## src/rtl/pipe_pkg.sv

```systemverilog
// Shared pipeline definitions for the decode-side register scoreboard.
//   - REG_ADDR_W: width of an architectural register index.
//   - FWD_*: forwarding select encoding returned to decode.
//   - DEF_*_AGE: default ready/retire ages of an in-flight write.
//   - AGE_EX3/AGE_MEM/AGE_WB: age of a producer while it sits in each
//     forwarding stage (age 0 = EX1, 1 = EX2, 2 = EX3, 3 = MEM, 4 = WB).
package pipe_pkg;

  localparam int REG_ADDR_W = 5;

  localparam logic [1:0] FWD_RF  = 2'd0;
  localparam logic [1:0] FWD_EX3 = 2'd1;
  localparam logic [1:0] FWD_MEM = 2'd2;
  localparam logic [1:0] FWD_WB  = 2'd3;

  localparam int DEF_ALU_READY_AGE  = 2;
  localparam int DEF_LOAD_READY_AGE = 4;
  localparam int DEF_RETIRE_AGE     = 5;

  localparam int AGE_EX3 = 2;
  localparam int AGE_MEM = 3;
  localparam int AGE_WB  = 4;

endpackage

```

## src/rtl/reg_scoreboard_if.sv

```systemverilog
// Decode <-> scoreboard bundle.
//   master: decode side (drives issue/query fields, reads stall/selects).
//   slave : scoreboard side.
// Handshake: the issue fields are meaningful only while issue_valid=1. An
// instruction with issue_regwrite=1 is accepted on the rising edge where
// issue_valid=1, stall=0, flush=0 and issue_dst!=0; while stall=1 decode
// must hold the same instruction. stall and fwd_sel_* are combinational
// answers to the q_* fields presented in the same cycle.
// stall_cycles is only live when SCOREBOARD_STATS_EN is defined.
interface reg_scoreboard_if;
  import pipe_pkg::*;

  logic                  issue_valid;
  logic                  issue_regwrite;
  logic                  issue_is_load;
  logic [REG_ADDR_W-1:0] issue_dst;
  logic                  flush;
  logic [REG_ADDR_W-1:0] q_rs;
  logic [REG_ADDR_W-1:0] q_rt;
  logic                  q_use_rs;
  logic                  q_use_rt;
  logic                  stall;
  logic [1:0]            fwd_sel_rs;
  logic [1:0]            fwd_sel_rt;
  logic [31:0]           stall_cycles;

  modport master (
    output issue_valid, issue_regwrite, issue_is_load, issue_dst, flush,
    output q_rs, q_rt, q_use_rs, q_use_rt,
    input  stall, fwd_sel_rs, fwd_sel_rt, stall_cycles
  );

  modport slave (
    input  issue_valid, issue_regwrite, issue_is_load, issue_dst, flush,
    input  q_rs, q_rt, q_use_rs, q_use_rt,
    output stall, fwd_sel_rs, fwd_sel_rt, stall_cycles
  );

endinterface

```

## src/rtl/scoreboard_entry.sv

```systemverilog
// One tracked register: busy flag, pipeline age and producer kind.
// Ports:
//   Clk, Reset    : clock, synchronous active-high reset
//   alloc         : a new producer for this register is accepted this cycle
//   alloc_is_load : that producer is a load
//   busy          : a write to this register is still in flight
//   ready         : in flight and the value can already be forwarded
//   fwd           : forwarding stage holding the value (FWD_RF when not ready)
module scoreboard_entry
  import pipe_pkg::*;
#(
  parameter int AGE_W          = 3,
  parameter int ALU_READY_AGE  = DEF_ALU_READY_AGE,
  parameter int LOAD_READY_AGE = DEF_LOAD_READY_AGE,
  parameter int RETIRE_AGE     = DEF_RETIRE_AGE
) (
  input  logic       Clk,
  input  logic       Reset,
  input  logic       alloc,
  input  logic       alloc_is_load,
  output logic       busy,
  output logic       ready,
  output logic [1:0] fwd
);

  localparam logic [AGE_W-1:0] ALU_AGE_C  = AGE_W'(ALU_READY_AGE);
  localparam logic [AGE_W-1:0] LOAD_AGE_C = AGE_W'(LOAD_READY_AGE);
  localparam logic [AGE_W-1:0] RETIRE_C   = AGE_W'(RETIRE_AGE);
  localparam logic [AGE_W-1:0] EX3_C      = AGE_W'(AGE_EX3);
  localparam logic [AGE_W-1:0] MEM_C      = AGE_W'(AGE_MEM);
  localparam logic [AGE_W-1:0] WB_C       = AGE_W'(AGE_WB);

  logic             busy_q;
  logic             load_q;
  logic [AGE_W-1:0] age_q;
  logic [AGE_W-1:0] age_inc;

  assign age_inc = age_q + AGE_W'(1);

  // A new allocation beats both aging and retirement of the old producer:
  // the newest write is the one decode must wait for.
  always_ff @(posedge Clk) begin
    if (Reset) begin
      busy_q <= 1'b0;
      load_q <= 1'b0;
      age_q  <= '0;
    end else if (alloc) begin
      busy_q <= 1'b1;
      load_q <= alloc_is_load;
      age_q  <= '0;
    end else if (busy_q) begin
      if (age_inc == RETIRE_C) begin
        busy_q <= 1'b0;
        load_q <= 1'b0;
        age_q  <= '0;
      end else begin
        age_q <= age_inc;
      end
    end
  end

  assign busy  = busy_q;
  assign ready = busy_q && (load_q ? (age_q >= LOAD_AGE_C) : (age_q >= ALU_AGE_C));

  always_comb begin
    fwd = FWD_RF;
    if (ready) begin
      if (age_q == EX3_C)      fwd = FWD_EX3;
      else if (age_q == MEM_C) fwd = FWD_MEM;
      else if (age_q == WB_C)  fwd = FWD_WB;
    end
  end

endmodule

```

## src/rtl/reg_scoreboard.sv

```systemverilog
// Register-hazard scoreboard for decode. Tracks every in-flight register
// write by its age in the EX1->EX2->EX3->MEM->WB chain and answers, for the
// two source operands of the decode instruction, whether decode must stall
// and which downstream stage can forward the value.
// Ports:
//   Clk   : clock, rising edge
//   Reset : synchronous, active-high; drops all in-flight entries
//   sb    : reg_scoreboard_if.slave (issue, flush, query, stall, fwd selects,
//           stall_cycles)
// Optional: define SCOREBOARD_STATS_EN to count cycles in which a valid
// decode instruction was stalled (saturating); otherwise stall_cycles = 0.
module reg_scoreboard
  import pipe_pkg::*;
#(
  parameter int NUM_REGS       = 32,
  parameter int AGE_W          = 3,
  parameter int ALU_READY_AGE  = DEF_ALU_READY_AGE,
  parameter int LOAD_READY_AGE = DEF_LOAD_READY_AGE,
  parameter int RETIRE_AGE     = DEF_RETIRE_AGE
) (
  input logic             Clk,
  input logic             Reset,
  reg_scoreboard_if.slave sb
);

  // Ages must never wrap or an old producer would look freshly issued.
  if (RETIRE_AGE >= (1 << AGE_W)) begin : g_age_check
    $error("RETIRE_AGE must fit in AGE_W bits");
  end

  logic [NUM_REGS-1:0] busy_v;
  logic [NUM_REGS-1:0] ready_v;
  logic [1:0]          fwd_v [NUM_REGS];
  logic                stall_rs;
  logic                stall_rt;
  logic                stall_w;
  logic                accept;

  // Register 0 is hardwired and never produces a hazard.
  assign busy_v[0]  = 1'b0;
  assign ready_v[0] = 1'b0;
  assign fwd_v[0]   = FWD_RF;

  for (genvar i = 1; i < NUM_REGS; i++) begin : g_entry
    scoreboard_entry #(
      .AGE_W          (AGE_W),
      .ALU_READY_AGE  (ALU_READY_AGE),
      .LOAD_READY_AGE (LOAD_READY_AGE),
      .RETIRE_AGE     (RETIRE_AGE)
    ) u_entry (
      .Clk           (Clk),
      .Reset         (Reset),
      .alloc         (accept && (sb.issue_dst == REG_ADDR_W'(i))),
      .alloc_is_load (sb.issue_is_load),
      .busy          (busy_v[i]),
      .ready         (ready_v[i]),
      .fwd           (fwd_v[i])
    );
  end

  // Queries look only at registered entry state, so the instruction being
  // issued this cycle never hazards against itself.
  assign stall_rs = sb.q_use_rs && busy_v[sb.q_rs] && !ready_v[sb.q_rs];
  assign stall_rt = sb.q_use_rt && busy_v[sb.q_rt] && !ready_v[sb.q_rt];
  assign stall_w  = stall_rs || stall_rt;

  assign sb.stall      = stall_w;
  assign sb.fwd_sel_rs = sb.q_use_rs ? fwd_v[sb.q_rs] : FWD_RF;
  assign sb.fwd_sel_rt = sb.q_use_rt ? fwd_v[sb.q_rt] : FWD_RF;

  assign accept = sb.issue_valid && sb.issue_regwrite && !stall_w && !sb.flush &&
                  (sb.issue_dst != '0);

`ifdef SCOREBOARD_STATS_EN
  logic [31:0] stall_cnt_q;

  always_ff @(posedge Clk) begin
    if (Reset) begin
      stall_cnt_q <= '0;
    end else if (stall_w && sb.issue_valid && (stall_cnt_q != 32'hFFFF_FFFF)) begin
      stall_cnt_q <= stall_cnt_q + 32'd1;
    end
  end

  assign sb.stall_cycles = stall_cnt_q;
`else
  assign sb.stall_cycles = '0;
`endif

endmodule

```

## src/flat_wrapper.sv

```systemverilog
// flat-port wrapper written by rule: the top's interface ports become plain ports
module reg_scoreboard_flat import pipe_pkg::*;
#(
  parameter int NUM_REGS       = 32,
  parameter int AGE_W          = 3,
  parameter int ALU_READY_AGE  = DEF_ALU_READY_AGE,
  parameter int LOAD_READY_AGE = DEF_LOAD_READY_AGE,
  parameter int RETIRE_AGE     = DEF_RETIRE_AGE
)
  (Clk, Reset, sb_issue_valid, sb_issue_regwrite, sb_issue_is_load, sb_issue_dst, sb_flush, sb_q_rs, sb_q_rt, sb_q_use_rs, sb_q_use_rt, sb_stall, sb_fwd_sel_rs, sb_fwd_sel_rt, sb_stall_cycles);
  reg_scoreboard_if sb_i ();
  input logic Clk;
  input logic Reset;
  input wire logic [$bits(sb_i.issue_valid)-1:0] sb_issue_valid;
  input wire logic [$bits(sb_i.issue_regwrite)-1:0] sb_issue_regwrite;
  input wire logic [$bits(sb_i.issue_is_load)-1:0] sb_issue_is_load;
  input wire logic [$bits(sb_i.issue_dst)-1:0] sb_issue_dst;
  input wire logic [$bits(sb_i.flush)-1:0] sb_flush;
  input wire logic [$bits(sb_i.q_rs)-1:0] sb_q_rs;
  input wire logic [$bits(sb_i.q_rt)-1:0] sb_q_rt;
  input wire logic [$bits(sb_i.q_use_rs)-1:0] sb_q_use_rs;
  input wire logic [$bits(sb_i.q_use_rt)-1:0] sb_q_use_rt;
  output wire logic [$bits(sb_i.stall)-1:0] sb_stall;
  output wire logic [$bits(sb_i.fwd_sel_rs)-1:0] sb_fwd_sel_rs;
  output wire logic [$bits(sb_i.fwd_sel_rt)-1:0] sb_fwd_sel_rt;
  output wire logic [$bits(sb_i.stall_cycles)-1:0] sb_stall_cycles;
  assign sb_i.issue_valid = sb_issue_valid;
  assign sb_i.issue_regwrite = sb_issue_regwrite;
  assign sb_i.issue_is_load = sb_issue_is_load;
  assign sb_i.issue_dst = sb_issue_dst;
  assign sb_i.flush = sb_flush;
  assign sb_i.q_rs = sb_q_rs;
  assign sb_i.q_rt = sb_q_rt;
  assign sb_i.q_use_rs = sb_q_use_rs;
  assign sb_i.q_use_rt = sb_q_use_rt;
  assign sb_stall = sb_i.stall;
  assign sb_fwd_sel_rs = sb_i.fwd_sel_rs;
  assign sb_fwd_sel_rt = sb_i.fwd_sel_rt;
  assign sb_stall_cycles = sb_i.stall_cycles;
  reg_scoreboard #(.NUM_REGS(NUM_REGS), .AGE_W(AGE_W), .ALU_READY_AGE(ALU_READY_AGE), .LOAD_READY_AGE(LOAD_READY_AGE), .RETIRE_AGE(RETIRE_AGE)) u_core (.Clk(Clk), .Reset(Reset), .sb(sb_i));
endmodule
```

## config.mk

```make
export PLATFORM = sky130hd
export DESIGN_NAME = reg_scoreboard_flat
export DESIGN_NICKNAME = d
export VERILOG_FILES = /design/src/rtl/pipe_pkg.sv /design/src/rtl/reg_scoreboard_if.sv /design/src/rtl/scoreboard_entry.sv /design/src/rtl/reg_scoreboard.sv /design/src/flat_wrapper.sv
export SDC_FILE = /design/constraint.sdc
export NUM_CORES = 1
export LEC_CHECK = 0
export BUFFER_PORTS_ARGS = -buffer_cell sky130_fd_sc_hd__buf_4
export CAP_MARGIN = 5
export CORE_MARGIN = 2
export CORE_UTILIZATION = 60
export CTS_CLUSTER_SIZE = 20
export DETAILED_ROUTE_END_ITERATION = 10
export PLACE_DENSITY = 0.78
export SLEW_MARGIN = 20
export SYNTH_ARGS = -nofsm -noshare
export SYNTH_HDL_FRONTEND = slang
export SYNTH_SLANG_ARGS = --single-unit
export TNS_END_PERCENT = 30
```

## constraint.sdc

```tcl
create_clock -name Clk -period 3.3 [get_ports Clk]
set_input_delay 0 -clock Clk [delete_from_list [all_inputs] [get_ports Clk]]
set_output_delay 0 -clock Clk [all_outputs]
set_load 0.01 [all_outputs]
```

==> results.toml <==
[pwr]
p_switching_mw = 1.05
p_leak_nw = 5.15
share_comb_of_total_power = 0.073
power_per_cell_area_nw_per_um2 = 330
portion_of_total_power_attributed_to_the_clock_network = 0.484
netSwitchingFraction = 0.248
power.sequential.fraction = 0.442
power_report.internal_total_mw = 3.19
vdd.ir_drop.worst_uv = 339

[sta]
finalHoldViolations = 0
rsz_0062_raised_after_global_routing = "no"
finalSetupTns_ns = 0
maxSlewHeadroom = 0.191
finClkSkew_ns = 0.00855
tightestPinTransition_ns = 1.21
final_period_minus_worst_setup_slack_ns = 3.19
final_max_slew_violation_count = 0
max_freq_ghz = 0.314
period_share = 0.967
final-setup-viol-count = 0

[setup_path]
max_stage_delay_ns = 0.60
cp-end-kind = "primary output"
worstSetupPathType = "reg2out"
worst_ep_arrival_time_ns = 3.19
timing.critical_path.max_delay_family = "compound AO/OA/AOI/OAI gates"
cpMaxStageDelayCell = "sky130_fd_sc_hd__or4b_2"
cp_data_required_time_ns = 3.30
setup.worst_path.start_class = "flop"
setup.reg_to_reg.worst_slack_ns = 0.20
crit_path_cell_trace = "ha_1, or4b_2, a21o_1, mux4_2, o21ai_0, mux2i_1, o21ai_0, buf_4"
critical_path.max_fanout = 4
crit_buf_inv = 1
cp_common_cell = "sky130_fd_sc_hd__o21ai_0"

[die]
die_height_um = 146
floorplan.core_area_um2 = 19700
die_area_um2 = 21400
num_io_pins = 60
rows = 51
die_w_um = 146
start_util = 0.617

[clock_network]
cts_setup_buffers = 0
clock_tree.root_cell = "sky130_fd_sc_hd__clkbuf_16"
clkTransAtPathRegs_ns = 0.06
clk_path_buf_depth = 2
clock_sink_count = 155
number_of_buffers_created_by_cts = 17
tritoncts = "built"
cts_max_level = 4
clock_insertion_delay_worst_skew_ns = 0.44

[job]
drv.max_cap_violation_count = 0

[synth]
post_synth_num_cell_types = 73
count_of_synthesis_stage_warnings_from_yosys = 0
synth_area_leaders = "sky130_fd_sc_hd__dfxtp_1 (26%), sky130_fd_sc_hd__ha_1 (10%), sky130_fd_sc_hd__mux4_2 (7.2%)"
synthDominantCellAreaShare = 0.256
synthesis.area_per_instance_um2 = 8.33
synth-async-reset-ratio = 0
synth_seq_cells = 155
synth.top_cells.by_count = "sky130_fd_sc_hd__dfxtp_1 (155), sky130_fd_sc_hd__nand2_1 (139), sky130_fd_sc_hd__o21ai_0 (109), sky130_fd_sc_hd__ha_1 (99), sky130_fd_sc_hd__inv_1 (98)"
synth_cells = 1455
synth_area_um2 = 12100
yosysSeqAreaShare = 0.256
yosys.area.top_type = "sky130_fd_sc_hd__dfxtp_1"
synth_edf_count = 0
yosys.cell_count.top_type = "sky130_fd_sc_hd__dfxtp_1"
yosys_most_used_dff = "sky130_fd_sc_hd__dfxtp_1"

[layout]
layout-drive-gt1-share = 0.107
final_nets = 1540
total_inserted_antenna_cells = 0
layoutNonFillerInstCount = 1696
final_core_util = 0.654
flow.area_growth_from_synthesis_pct = 6.12

[grt]
grt_first_pass_wirelength_mm = 51.8
grt_max_degree = 57
global_route_usage_over_all_layers = 0.303
via_count_of_the_first_global_routing_pass = 10100
grt_overflow = 0
antenna_found_initial = 0

[run_status]
outcome = "finished clean"

[route]
drcViolationCount = 0
post_detailed_route_via_to_cell_ratio = 6.35
detail_routed_net_length_per_standard_cell_um = 19.2
drt_first_iter_violations = 1219
detail_route.wirelength_mm = 32.5
drtPass1Iterations = 6
dr_total_vias = 10800
drtAntennaViolNets = 0

[placed_design]
count_of_input_and_output_buffers = 27
post-dp-hpwl_mm = 23.5
finalWeightedCongestion = 0.971
dp_cells = 1663

[worst_hold_path]
hold_path.class = "in2reg"
## flip-flops by register name, indices dropped and copies added (netlist names)
signal and count:
u_core.g_entry.u_entry.age_q 93, u_core.g_entry.u_entry.busy 31, u_core.g_entry.u_entry.load_q 31
## final cells by class
| type | count | area, µm² |
|---|---|---|
| fillers | 1638 | 6790 |
| clock buffers | 21 | 460 |
| clock inverters | 11 | 143 |
| multi-input cells | 1099 | 8110 |
| flip-flops and latches | 155 | 3100 |
| well taps | 265 | 332 |
| repair buffers | 45 | 340 |
| inverters | 100 | 375 |
## repair_timing
action                                  CTS  global route
hold buffers                              1             0
endpoints found under the hold margin     9             0
endpoints found under the setup margin    0             1
resized for setup                         0             1
## layer usage
layer  vias to the layer above  GRT usage  part of all wire
li1                       5059          -                 -
met5                         -          0                 0
met4                         0      0.159             0.048
met1                      5047      0.390              0.41
met3                       127     0.0619             0.089
met2                       533      0.481              0.45
## final timing paths
kind / end / cells past startpoint / from
setup / recovery: sb_fwd_sel_rt[1] / 8 / u_core.g_entry[5].u_entry.age_q[0]
hold / removal: u_core.g_entry[9].u_entry.age_q[2] / 3 / sb_issue_dst[0]
setup reg to reg: u_core.g_entry[20].u_entry.age_q[2] / 10 / u_core.g_entry[12].u_entry.age_q[0]
hold reg to reg: u_core.g_entry[4].u_entry.load_q / 2 / u_core.g_entry[4].u_entry.load_q
## power groups by stage
stage	clock [mW]	sequential (mW)	combinational (mW)
after CTS	2.06	1.88	0.301
after global routing	2.14	1.88	0.325
final	2.06	1.88	0.312
after detailed placement	0	1.92	0.299
after global placement	0	1.92	0.297
after floorplan	0	1.92	0.222
## cells in the final DEF, fill, tap and decap left out, drive strengths merged, types with 9 or more instances in the layout
master	instances
xor2	25
clkbuf	21
nand2b	35
nor4b	14
conb	32
mux2	18
nand4	17
nor4bb	14
nand3	54
a211oi	18
nor3	36
inv	101
o211ai	9
buf	44
o21ai	109
dfxtp	155
ha	99
nand2	139
nor2b	38
and2	9
and3	68
nand3b	28
nor3b	9
nor4	11
a21oi	75
mux4	39
mux2i	64
nor2	43
## kinds of logic (layout without fill, tap and decap cells)
family / after synthesis / after routing / share of synthesized area
buffers and inverters: 232 / 177 / 0.0854
other: 1 / 32 / 0.000309
adder cells (fa/ha/maj): 99 / 99 / 0.102
multiplexers: 121 / 121 / 0.142
AND/OR/NAND/NOR: 531 / 531 / 0.244
XOR/XNOR: 25 / 25 / 0.0181
AO/OA/AOI/OAI: 291 / 291 / 0.151
flip-flops: 155 / 155 / 0.256
## worst min-delay path: stages
cell	delay, ns
sky130_fd_sc_hd__buf_4	0.12
sky130_fd_sc_hd__and3b_1	0.22
sky130_fd_sc_hd__a211oi_2	0.08
## through the flow
stage | power, mW | instance area [µm²] | hold WS (ns) | setup slack, ns
2_1_floorplan | 2.14 | 12200 | 0.146 | 0.770
3_3_place_gp | 2.22 | 12200 | 0.363 | 0.318
3_5_place_dp | 2.22 | 12200 | 0.359 | 0.269
4_1_cts | 4.24 | 12900 | 0.0224 | 0.129
5_1_grt | 4.34 | 12900 | 0.0537 | 0.0390
6_report | 4.25 | 12900 | 0.0409 | 0.110
(Power assumes the default switching activity.)
